[src/rtl/beep_sequencer.sv]
// Beep pattern generator: a START pulse plays BEEP_COUNT tone bursts of ON_TICKS
// CE ticks, separated by OFF_TICKS-tick silent gaps; the tone is divided from CLK.
module beep_sequencer #(
  parameter int CNT_BITS   = 8,
  parameter int BEEP_COUNT = 3,
  parameter int ON_TICKS   = 50,
  parameter int OFF_TICKS  = 50,
  parameter int TONE_DIV   = 4
) (
  input  logic       CLK,
  input  logic       CLR,
  input  logic       CE,
  input  logic       START,
  input  logic       STOP,
  output logic       BUZ,
  output logic       LED,
  output logic       BUSY,
  output logic       DONE,
  output logic [1:0] DBG_STATE
);

  typedef enum logic [1:0] {
    S_IDLE = 2'd0,
    S_ON   = 2'd1,
    S_OFF  = 2'd2
  } state_t;

  localparam logic [CNT_BITS-1:0] BEEP_LOAD = CNT_BITS'(BEEP_COUNT - 1);
  localparam logic [CNT_BITS-1:0] ON_LOAD   = CNT_BITS'(ON_TICKS - 1);
  localparam logic [CNT_BITS-1:0] OFF_LOAD  = CNT_BITS'(OFF_TICKS - 1);
  localparam logic [CNT_BITS-1:0] TONE_LOAD = CNT_BITS'(TONE_DIV - 1);

  state_t              state_q, state_d;
  logic [CNT_BITS-1:0] beep_q, beep_d;
  logic [CNT_BITS-1:0] tick_q, tick_d;
  logic [CNT_BITS-1:0] tone_q, tone_d;
  logic                buz_q, buz_d;
  logic                led_q, led_d;
  logic                busy_q, busy_d;
  logic                done_q, done_d;

  // START and STOP are single-cycle pulses sampled on every CLK edge; no
  // acknowledge exists. STOP outranks START, and START outranks the timed flow.
  always_comb begin
    state_d = state_q;
    beep_d  = beep_q;
    tick_d  = tick_q;
    tone_d  = tone_q;
    buz_d   = 1'b0;
    done_d  = 1'b0;
    if (STOP) begin
      state_d = S_IDLE;
    end else if (START) begin
      state_d = S_ON;
      beep_d  = BEEP_LOAD;
      tick_d  = ON_LOAD;
      tone_d  = TONE_LOAD;
    end else begin
      case (state_q)
        S_ON: begin
          if (tone_q == '0) begin
            buz_d  = ~buz_q;
            tone_d = TONE_LOAD;
          end else begin
            buz_d  = buz_q;
            tone_d = tone_q - 1'b1;
          end
          if (CE) begin
            if (tick_q != '0) begin
              tick_d = tick_q - 1'b1;
            end else if (beep_q != '0) begin
              state_d = S_OFF;
              tick_d  = OFF_LOAD;
            end else begin
              state_d = S_IDLE;
              done_d  = 1'b1;
            end
          end
        end
        S_OFF: begin
          if (CE) begin
            if (tick_q != '0) begin
              tick_d = tick_q - 1'b1;
            end else begin
              state_d = S_ON;
              beep_d  = beep_q - 1'b1;
              tick_d  = ON_LOAD;
              tone_d  = TONE_LOAD;
            end
          end
        end
        default: ;
      endcase
    end
    // The tone only sounds while the next state is ON, so every exit or
    // (re)entry into ON starts the square wave from 0.
    if (state_d != S_ON) buz_d = 1'b0;
    led_d  = (state_d == S_ON);
    busy_d = (state_d != S_IDLE);
  end

  always_ff @(posedge CLK or negedge CLR) begin
    if (!CLR) begin
      state_q <= S_IDLE;
      beep_q  <= '0;
      tick_q  <= '0;
      tone_q  <= '0;
      buz_q   <= 1'b0;
      led_q   <= 1'b0;
      busy_q  <= 1'b0;
      done_q  <= 1'b0;
    end else begin
      state_q <= state_d;
      beep_q  <= beep_d;
      tick_q  <= tick_d;
      tone_q  <= tone_d;
      buz_q   <= buz_d;
      led_q   <= led_d;
      busy_q  <= busy_d;
      done_q  <= done_d;
    end
  end

  assign BUZ       = buz_q;
  assign LED       = led_q;
  assign BUSY      = busy_q;
  assign DONE      = done_q;
  assign DBG_STATE = state_q;

endmodule

[config.mk]
export PLATFORM = sky130hd
export DESIGN_NAME = beep_sequencer
export DESIGN_NICKNAME = d
export VERILOG_FILES = /design/src/rtl/beep_sequencer.sv
export SDC_FILE = /design/constraint.sdc
export NUM_CORES = 1
export LEC_CHECK = 0
export ABC_AREA = 1
export CAP_MARGIN = 20
export CORE_UTILIZATION = 60
export CTS_BUF_LIST = sky130_fd_sc_hd__clkbuf_16
export DETAILED_ROUTE_END_ITERATION = 8
export DONT_BUFFER_PORTS = 1
export GPL_ROUTABILITY_DRIVEN = 0
export MAX_ROUTING_LAYER = met4
export PLACE_DENSITY_LB_ADDON = 0.1
export SLEW_MARGIN = 5
export SYNTH_ARGS = -nofsm -noshare
export SYNTH_HDL_FRONTEND = slang
export SYNTH_SLANG_ARGS = --single-unit
[constraint.sdc]
create_clock -name CLK -period 4.8 [get_ports CLK]
set_input_delay 0 -clock CLK [delete_from_list [all_inputs] [get_ports CLK]]
set_output_delay 0 -clock CLK [all_outputs]
set_load 0.05 [all_outputs]
==> impl_metrics.toml, run 1 <==
[yosys]
yosysWarningCount = 0
syn_inst = 252
syn-cell-area_um2 = 1950
synth_xor_area_share_pct = 6.27
synth-compound-area-share_pct = 9.09
synthSimpleGateAreaFrac_pct = 33.5
synth_top_family_by_area = "simple AND/OR/NAND/NOR gates"
ys_seq_area_share_pct = 38.4
yosysUniqueCellTypes = 32
synth-adder-area-share_pct = 4.48
synth_mux_area_share_pct = 0
synth_seq_cells = 30
avgSynthCellArea_um2 = 7.76
synth_nets = 264

[final_layout]
fin_util_pct = 71.6
nets = 275
antenna_cells = 0
area_delta_synth_final_pct = 12.8
drive_above_1_share_pct = 12.9
stdcell_area_um2 = 2200

[die]
fp.dieW_um = 59.1
start_util_pct = 63.5
die_y_um = 59.1
num_rows = 20
ios = 11
core-area_um2 = 3080
dieArea_um2 = 3490

[clock_network]
clock_latency_ns = 0.27
cts_buffers = 5
clock_path_buffers = 2
clk_pin_slew_ns = 0.05
cts_setup_buffers = 0
root_buffer = "clkbuf_16"
clock-sinks = 30
cts_tree = "built"
htreeDepth = 2

[critical_path]
cp-start-kind = "register"
cp.depth = 6
arrival_ns = 2.42
endpoint_kind = "register"
r2r_end = "DONE$_DFF_PN0_"
crit_required_ns = 5.00
setup.worst_path.end = "DONE$_DFF_PN0_"
ff2ff_setup_slack_ns = 2.58
cp.buffers_inverters = 2
critPathTopFamily = "buffers and inverters"
critPathSlowestCell = "dfrtp_1"
r2r_cells = 6
timing_worst_setup_path_type = "reg -> reg"
cpPeakStageDelay_ns = 0.65
worstPathCellList = "ha_1, inv_1, nor3_1, nand2_1, nor2_1, dlygate4sd3_1"
crit_fanout = 3
critPathLaunch = "DBG_STATE[0]$_DFF_PN0_"
reg2reg_from = "DBG_STATE[0]$_DFF_PN0_"

[place]
post_dp_cell_area_um2 = 2000
portBuffers = 0
place_hpwl_um = 2760

[flow_run]
maxCapViolations = 0

[route]
wl_um = 4040
firstDrtPassIters = 4
drc = 0
ant_nets = 0
vias = 1602
avgViaCountPerCell = 5.20
avgRoutedWirePerCell_um = 13.1
drt_iter0_markers = 90

[power]
seqPwrFrac_pct = 35.7
leakage_nw = 1.10
power_w = 0.00109
comb_power_share_pct = 37.6
irDropWorstVdd_mv = 0.246
switching_share_pct = 39.8
intPower_w = 0.000658
p_sw_w = 0.000436
power.density_cell_area_nw_per_um2 = 496
clkPwrFrac_pct = 26.6

[worst_hold_path]
min_path_type = "in -> reg"

[timing]
slew_violations = 0
max_slew_margin_pct = 65.3
setup_tns_ns = 0
fmax_mhz = 451
clock_skew_ns = 0.00499
tightest_slew_ns = 0.521
period_minus_slack_ns = 2.22
fin_crit_sh_pct = 46.2
setup_viol = 0
rsz0062_at_grt = "no"
final-hold-violation-count = 0

[global_route]
overflow = 0
grtUsageTotal_pct = 27.9
grt_pass1_vias = 1552
grt_max_degree = 31
grt_pass1_wl_um = 6950
antenna_found_initial = 0

[outcome]
outcome = "complete, no violations"
[cells in the final DEF, fill, tap and decap left out, types with 2 or more instances in the layout]
| cell type | netlist | layout |
|---|---|---|
| inv_1 | 31 | 32 |
| inv_4 | 2 | 2 |
| o21ai_0 | 9 | 9 |
| nor3_1 | 4 | 4 |
| nand3_1 | 21 | 21 |
| dfrtp_1 | 30 | 30 |
| nor2_1 | 32 | 32 |
| inv_2 | 3 | 3 |
| ha_1 | 7 | 7 |
| dlygate4sd3_1 | 0 | 5 |
| nand4_1 | 6 | 6 |
| nor2_2 | 3 | 3 |
| o31ai_2 | 4 | 4 |
| nor2_4 | 3 | 3 |
| nand2_2 | 3 | 3 |
| clkbuf_16 | 0 | 5 |
| o31ai_1 | 2 | 2 |
| o21ai_1 | 8 | 8 |
| nand2_1 | 55 | 55 |
| xor2_1 | 13 | 13 |
| nand2_4 | 3 | 3 |
[Yosys cell counts]
cell / number / area share, %
a21oi_1: 1 / 0.26
inv_1: 31 / 6.0
nor2_2: 3 / 0.96
xor2_1: 13 / 5.8
buf_2: 1 / 0.26
nor3_1: 4 / 1.0
buf_4: 1 / 0.38
xnor2_1: 1 / 0.45
o21bai_1: 1 / 0.38
o31ai_2: 4 / 2.6
a21oi_2: 1 / 0.45
o21ai_1: 8 / 2.0
dfrtp_1: 30 / 38
nand3_2: 1 / 0.51
nor2_8: 1 / 1.0
nor3_4: 1 / 0.83
or2_2: 1 / 0.32
nand4_1: 6 / 1.9
inv_2: 3 / 0.58
a31oi_1: 1 / 0.32
nand2_4: 3 / 1.7
nand3_1: 21 / 5.4
nand3b_1: 1 / 0.38
nor2_1: 32 / 6.1
clkinv_4: 1 / 0.45
o31ai_1: 2 / 0.77
nand2_2: 3 / 0.96
nor2_4: 3 / 1.7
o21ai_0: 9 / 2.3
inv_4: 2 / 0.64
ha_1: 7 / 4.5
nand2_1: 55 / 11
[cells by family (layout without fill, tap and decap cells)]
logic type / after synthesis / in the layout
buffers and inverters: 39 / 51
adder cells (fa/ha/maj): 7 / 7
flip-flops: 30 / 30
XOR/XNOR: 14 / 14
AND/OR/NAND/NOR: 135 / 135
AO/OA/AOI/OAI: 27 / 27
[worst min path at each step]
stage / startpoint / to / slack, ns / cells past startpoint
after floorplan: CLR / BUSY$_DFF_PN0_ / -0.30 / 0
after global placement: CLR / beep_q[5]$_DFFE_PN0P_ / -0.29 / 0
after detailed placement: CLR / beep_q[5]$_DFFE_PN0P_ / -0.29 / 0
after CTS: STOP / DBG_STATE[0]$_DFF_PN0_ / 0.01 / 3
after global routing: STOP / DBG_STATE[0]$_DFF_PN0_ / 0.02 / 3
final: STOP / DBG_STATE[0]$_DFF_PN0_ / 0.02 / 3
[power by group through the flow]
stage	combinational (W)	clock, W	sequential (W)
final	0.000412	0.000291	0.000391
after global routing	0.000468	0.000307	0.000399
after CTS	0.000409	0.000295	0.000389
after detailed placement	0.000392	0	0.000392
after global placement	0.000391	0	0.000390
after floorplan	0.000335	0	0.000376
[per-layer routing]
layer	GRT usage [%]	share of wire, %	vias to the layer above
met3	7.21	4.2	8
li1	-	-	829
met2	44.0	47	44
met1	35.5	47	721
met5	-	0	-
met4	7.48	1.1	0
[state kept, by name (all words and copies together), names as in the netlist]
name / count
DONE: 1
BUSY: 1
LED: 1
beep_q: 8
DBG_STATE: 2
tone_q: 8
BUZ: 1
tick_q: 8
[through the flow]
step	setup slack, ns	hold WS (ns)	instances
6_report	2.58	0.0165	308
5_1_grt	2.47	0.0203	308
4_1_cts	2.64	0.00969	308
3_5_place_dp	2.74	-0.295	294
3_3_place_gp	2.78	-0.295	294
2_1_floorplan	2.91	-0.296	252
[cell type report]
type,count,area (um2)
clock buffer,5,125
clock inverter,3,12.5
fill,258,873
inverter,37,149
multi-input combinational,183,1040
sequential,30,751
tap,44,55.1
timing repair buffer,6,70.1
[worst register-to-register path: cells and delay by family (launching register included)]
kind                     cells  cell delay, ns
adder cells (fa/ha/maj)      1            0.30
AND/OR/NAND/NOR              3            0.56
buffers and inverters        2            0.66
flip-flops                   1            0.65
[timing repair]
action / 4_1_cts / 5_1_grt
endpoints found under the hold margin: 38 / 0
resized for setup: 0 / 0
hold buffers: 6 / 0
(Power assumes the default switching activity.)
==> run 2, diff against run 1 <==
Clock period 4.8 ns to 2.29 ns, I/O delays scaled along.
==> impl_metrics.toml, run 2 (synthesis results as in run 1) <==
[die]
start_util_pct = 63.5
core-area_um2 = 3080
dieArea_um2 = 3490
ios = 11
die_y_um = 59.1
fp.dieW_um = 59.1
num_rows = 20

[final_layout]
reg_top3 = "beep_q (8), tick_q (8), tone_q (8)"
antenna_cells = 0
nets = 279
drive_above_1_share_pct = 14.6
layout_common_cells = "nand2_1, inv_1, nor2_1, dfrtp_1, nand3_1"
stdcell_area_um2 = 2260
area_delta_synth_final_pct = 15.8
final_common_cell = "nand2_1"

[power]
irDropWorstVdd_mv = 0.578
leakage_nw = 1.13
switching_share_pct = 37.8
intPower_w = 0.00150
p_sw_w = 0.000909
power.density_cell_area_nw_per_um2 = 1060
seqPwrFrac_pct = 33.7
comb_power_share_pct = 35.4
clkPwrFrac_pct = 30.8

[route]
route.met2.wl_um = 1860
avgRoutedWirePerCell_um = 12.6
dr_wl_met3_um = 99
firstDrtPassIters = 4
avgViaCountPerCell = 5.21
drt_iter0_markers = 76
drt-met1-wl_um = 1880
ant_nets = 0
drc = 0
top_layer = "met4"
wl_um = 3920
vias = 1625

[global_route]
overflow = 0
grt_pass1_wl_um = 6810
grt_pass1_vias = 1574
grtUsageTotal_pct = 27.4
grt_max_degree = 31
antenna_found_initial = 0

[clock_network]
cts_tree = "built"
cts_buffers = 5
htreeDepth = 2
clock-sinks = 30
root_buffer = "clkbuf_16"
clock_latency_ns = 0.28
clock_path_buffers = 2
cts_setup_buffers = 0
clk_pin_slew_ns = 0.05

[timing]
tightest_slew_ns = 0.493
max_slew_margin_pct = 67.1
setup_tns_ns = 0
final-hold-violation-count = 0
slew_violations = 0
clock_skew_ns = 0.00276
fmax_mhz = 529
fin_crit_sh_pct = 82.5
rsz0062_at_grt = "no"
setup_viol = 0
period_minus_slack_ns = 1.89

[critical_path]
arrival_ns = 2.10
crit_required_ns = 2.50
endpoint_kind = "register"
cp-start-kind = "register"
timing_worst_setup_path_type = "reg -> reg"
crit_fanout = 3

[outcome]
outcome = "complete, no violations"

[place]
portBuffers = 0
post_dp_cell_area_um2 = 2030
place_hpwl_um = 2680

[worst_hold_path]
min_path_type = "in -> reg"

[flow_run]
maxCapViolations = 0
==> run 2: changes by cell type in the layout (fill, tap and decap cells not counted) <==
cell,previous run,this run
clkinv_2,1,0
clkinvlp_4,0,1
bufinv_16,0,1
buf_4,0,4
clkinv_1,1,0
==> run 2: cell type report <==
class	instances	area (um2)
Multi-Input combinational cell	183	1040
Fill cell	245	815
Sequential cell	30	751
Inverter	37	149
Clock buffer	5	125
Timing Repair Buffer	10	100
Tap cell	44	55.1
Clock inverter	3	41.3
==> run 2: final timing paths <==
check                                       startpoint                      to  slack (ns)  cells past startpoint
worst max-delay path            DBG_STATE[1]$_DFF_PN0_          DONE$_DFF_PN0_        0.40                      7
worst min-delay path                                CE  DBG_STATE[1]$_DFF_PN0_        0.02                      5
max in group asynchronous                          CLR   tick_q[5]$_DFFE_PN0P_        1.96                      2
worst max register to register  DBG_STATE[1]$_DFF_PN0_          DONE$_DFF_PN0_        0.40                      7
worst min register to register   tick_q[0]$_DFFE_PN0P_   tick_q[0]$_DFFE_PN0P_        0.49                      2
min in group asynchronous                          CLR   beep_q[4]$_DFFE_PN0P_        0.16                      2
==> run 2: power groups by stage <==
stage	registers, W	clock network (W)	logic (W)
finish	0.000812	0.000742	0.000853
global route	0.000831	0.000777	0.000985
global placement	0.000814	0	0.000809
detailed placement	0.000815	0	0.000819
floorplan	0.000788	0	0.000701
CTS	0.000810	0.000756	0.000853
==> run 2: repair_timing <==
action,CTS,global route
hold endpoints to repair,40,0
hold buffers,6,0
resized for setup,0,0
==> run 2: critical path: stages (launching register included) <==
cell and delay, ns:
dfrtp_1 0.40, inv_1 0.07, ha_1 0.18, inv_1 0.08
nor3_1 0.31, nand2_1 0.09, nor2_1 0.13, dlygate4sd3_1 0.57
==> run 2: stage by stage <==
step	power, W	hold WS (ns)	instances	utilization, %	setup WS, ns
6_report	0.00241	0.0178	312	73.5	0.400
3_3_place_gp	0.00162	-0.295	298	65.9	0.577
5_1_grt	0.00259	0.0369	312	73.5	0.275
2_1_floorplan	0.00149	-0.296	252	-	0.397
4_1_cts	0.00242	0.0107	312	73.5	0.432
3_5_place_dp	0.00163	-0.295	298	65.9	0.534
==> run 2: routing by layer <==
metal / GRT usage [%] / vias to the layer above
li1: - / 836
met1: 34.2 / 758
met2: 42.4 / 24
met3: 6.55 / 7
met4: 11.9 / 0
met5: - / -
==> run 3, diff against run 2 <==
Settings changed: CORE_UTILIZATION 60 to 57.
Clock period 2.29 ns to 1.6 ns, I/O delays scaled along.
==> impl_metrics.toml, run 3 (synthesis results as in run 1) <==
[global_route]
grt_max_degree = 31
overflow = 0
grtUsageTotal_pct = 26.3
grt_pass1_vias = 1593
antenna_found_initial = 0
grt_pass1_wl_um = 6800

[die]
start_util_pct = 62.0
ios = 11
dieArea_um2 = 3670
core-area_um2 = 3150
die_y_um = 60.6
fp.dieW_um = 60.6
num_rows = 20

[route]
firstDrtPassIters = 4
wl_um = 4630
drt_iter0_markers = 89
vias = 1793
avgViaCountPerCell = 5.35
avgRoutedWirePerCell_um = 13.8
ant_nets = 0
drc = 0

[final_layout]
final_common_cell = "nand2_1"
area_delta_synth_final_pct = 28.9
nets = 302
layout_common_cells = "nand2_1, nor2_1, dfrtp_1, inv_1, buf_4"
multi_input_area_um2 = 1150
drive_above_1_share_pct = 30.2
ff_latch_area_um2 = 754
antenna_cells = 0
nFillCells = 219
reg_top3 = "beep_q (8), tick_q (8), tone_q (8)"

[timing]
final-hold-violation-count = 0
setup_viol = 0
tightest_slew_ns = 0.453
fmax_mhz = 641
clock_skew_ns = 0.00323
slew_violations = 0
period_minus_slack_ns = 1.56
layout_setup_ws_ns = 0.0389
fin_crit_sh_pct = 97.6
rsz0062_at_grt = "yes"
holdWs_ns = 0.0243
max_slew_margin_pct = 69.8

[power]
leakage_nw = 1.24
power.density_cell_area_nw_per_um2 = 1440
power_w = 0.00362
irDropWorstVdd_mv = 0.867

[place]
place_hpwl_um = 2890
portBuffers = 0
dpl_worst_slack_ns = 0.00486

[critical_path]
r2r_cells = 9
worstPathCellList = "inv_2, ha_2, nand3_2, nor3_4, buf_6, buf_4, nor3_1, nand3_1, nand2_1"
timing_worst_setup_path_type = "reg -> reg"
arrival_ns = 1.72
reg2reg_from = "tone_q[0]$_DFFE_PN0P_"
crit_required_ns = 1.76
critPathTopFamily = "simple AND/OR/NAND/NOR gates"
endpoint_kind = "register"
critPathLaunch = "tone_q[0]$_DFFE_PN0P_"
r2r_end = "tone_q[5]$_DFFE_PN0P_"
cpPeakStageDelay_ns = 0.38
cp.buffers_inverters = 3
critPathSlowestCell = "dfrtp_1"
setup.worst_path.end = "tone_q[5]$_DFFE_PN0P_"
ff2ff_setup_slack_ns = 0.04
cp.depth = 9
cp-start-kind = "register"
crit_fanout = 4

[flow_run]
maxCapViolations = 0

[clock_network]
cts_buffers = 5
clock-sinks = 30
clock_latency_ns = 0.27
htreeDepth = 2
root_buffer = "clkbuf_16"
clock_path_buffers = 2
cts_tree = "built"
clk_pin_slew_ns = 0.05

[outcome]
outcome = "complete, no violations"

[worst_hold_path]
min_from = "STOP"
min_path_type = "in -> reg"
-- run 3: worst min path at each step --
| stage | slack (ns) | end | cells after the start |
|---|---|---|---|
| global route | 0.03 | DONE$_DFF_PN0_ | 4 |
| finish | 0.02 | BUZ$_DFFE_PN0P_ | 4 |
| detailed placement | -0.29 | beep_q[5]$_DFFE_PN0P_ | 0 |
| global placement | -0.29 | beep_q[4]$_DFFE_PN0P_ | 0 |
| CTS | 0.02 | DBG_STATE[1]$_DFF_PN0_ | 5 |
| floorplan | -0.30 | BUSY$_DFF_PN0_ | 0 |
-- run 3: report_power, final --
group / switching, W / total [W] / internal (W)
combinational: 0.000903 / 0.00156 / 0.000662
sequential: 0.000226 / 0.00118 / 0.000955
clock: 0.000315 / 0.000876 / 0.000560
total: 0.00144 / 0.00362 / 0.00218
-- run 3: final cells by class --
cell class	count	share of cell area, %
clock inverter	3	0.497
inverter	37	6.11
multi-input combinational	185	45.8
tap	44	2.18
timing repair buffer	31	10.5
clock buffer	5	4.97
sequential	30	29.9
-- run 3: worst min-delay path: stages --
cell,delay (ns)
nor3_2,0.02
buf_4,0.13
nand2_1,0.07
nor2_1,0.04
-- run 3: metrics by stage --
stage	cells	cell area (um2)	utilization (%)	TNS, ns
2_1_floorplan	252	1970	-	-0.0173
3_3_place_gp	307	2110	66.9	0
3_5_place_dp	307	2110	66.9	0
4_1_cts	320	2310	73.3	0
5_1_grt	335	2520	79.9	-0.324
6_report	335	2520	79.9	0
-- run 3: timing repair --
| item | CTS | global route |
|---|---|---|
| setup buffers | 0 | 13 |
| endpoints found under the setup margin | 1 | 25 |
| hold buffers | 5 | 0 |
| gates cloned | 0 | 2 |
| resized for setup | 1 | 30 |
| pin swaps | 0 | 14 |
| hold endpoints to repair | 44 | 0 |
-- run 3: layer usage --
layer  up-vias  routed length (um)  track usage [%]
met1       835                2070             33.2
met5         -                   0                -
li1        882                   -                -
met2        68                2240             40.5
met4         0                  72             11.0
met3         8                 260             5.97
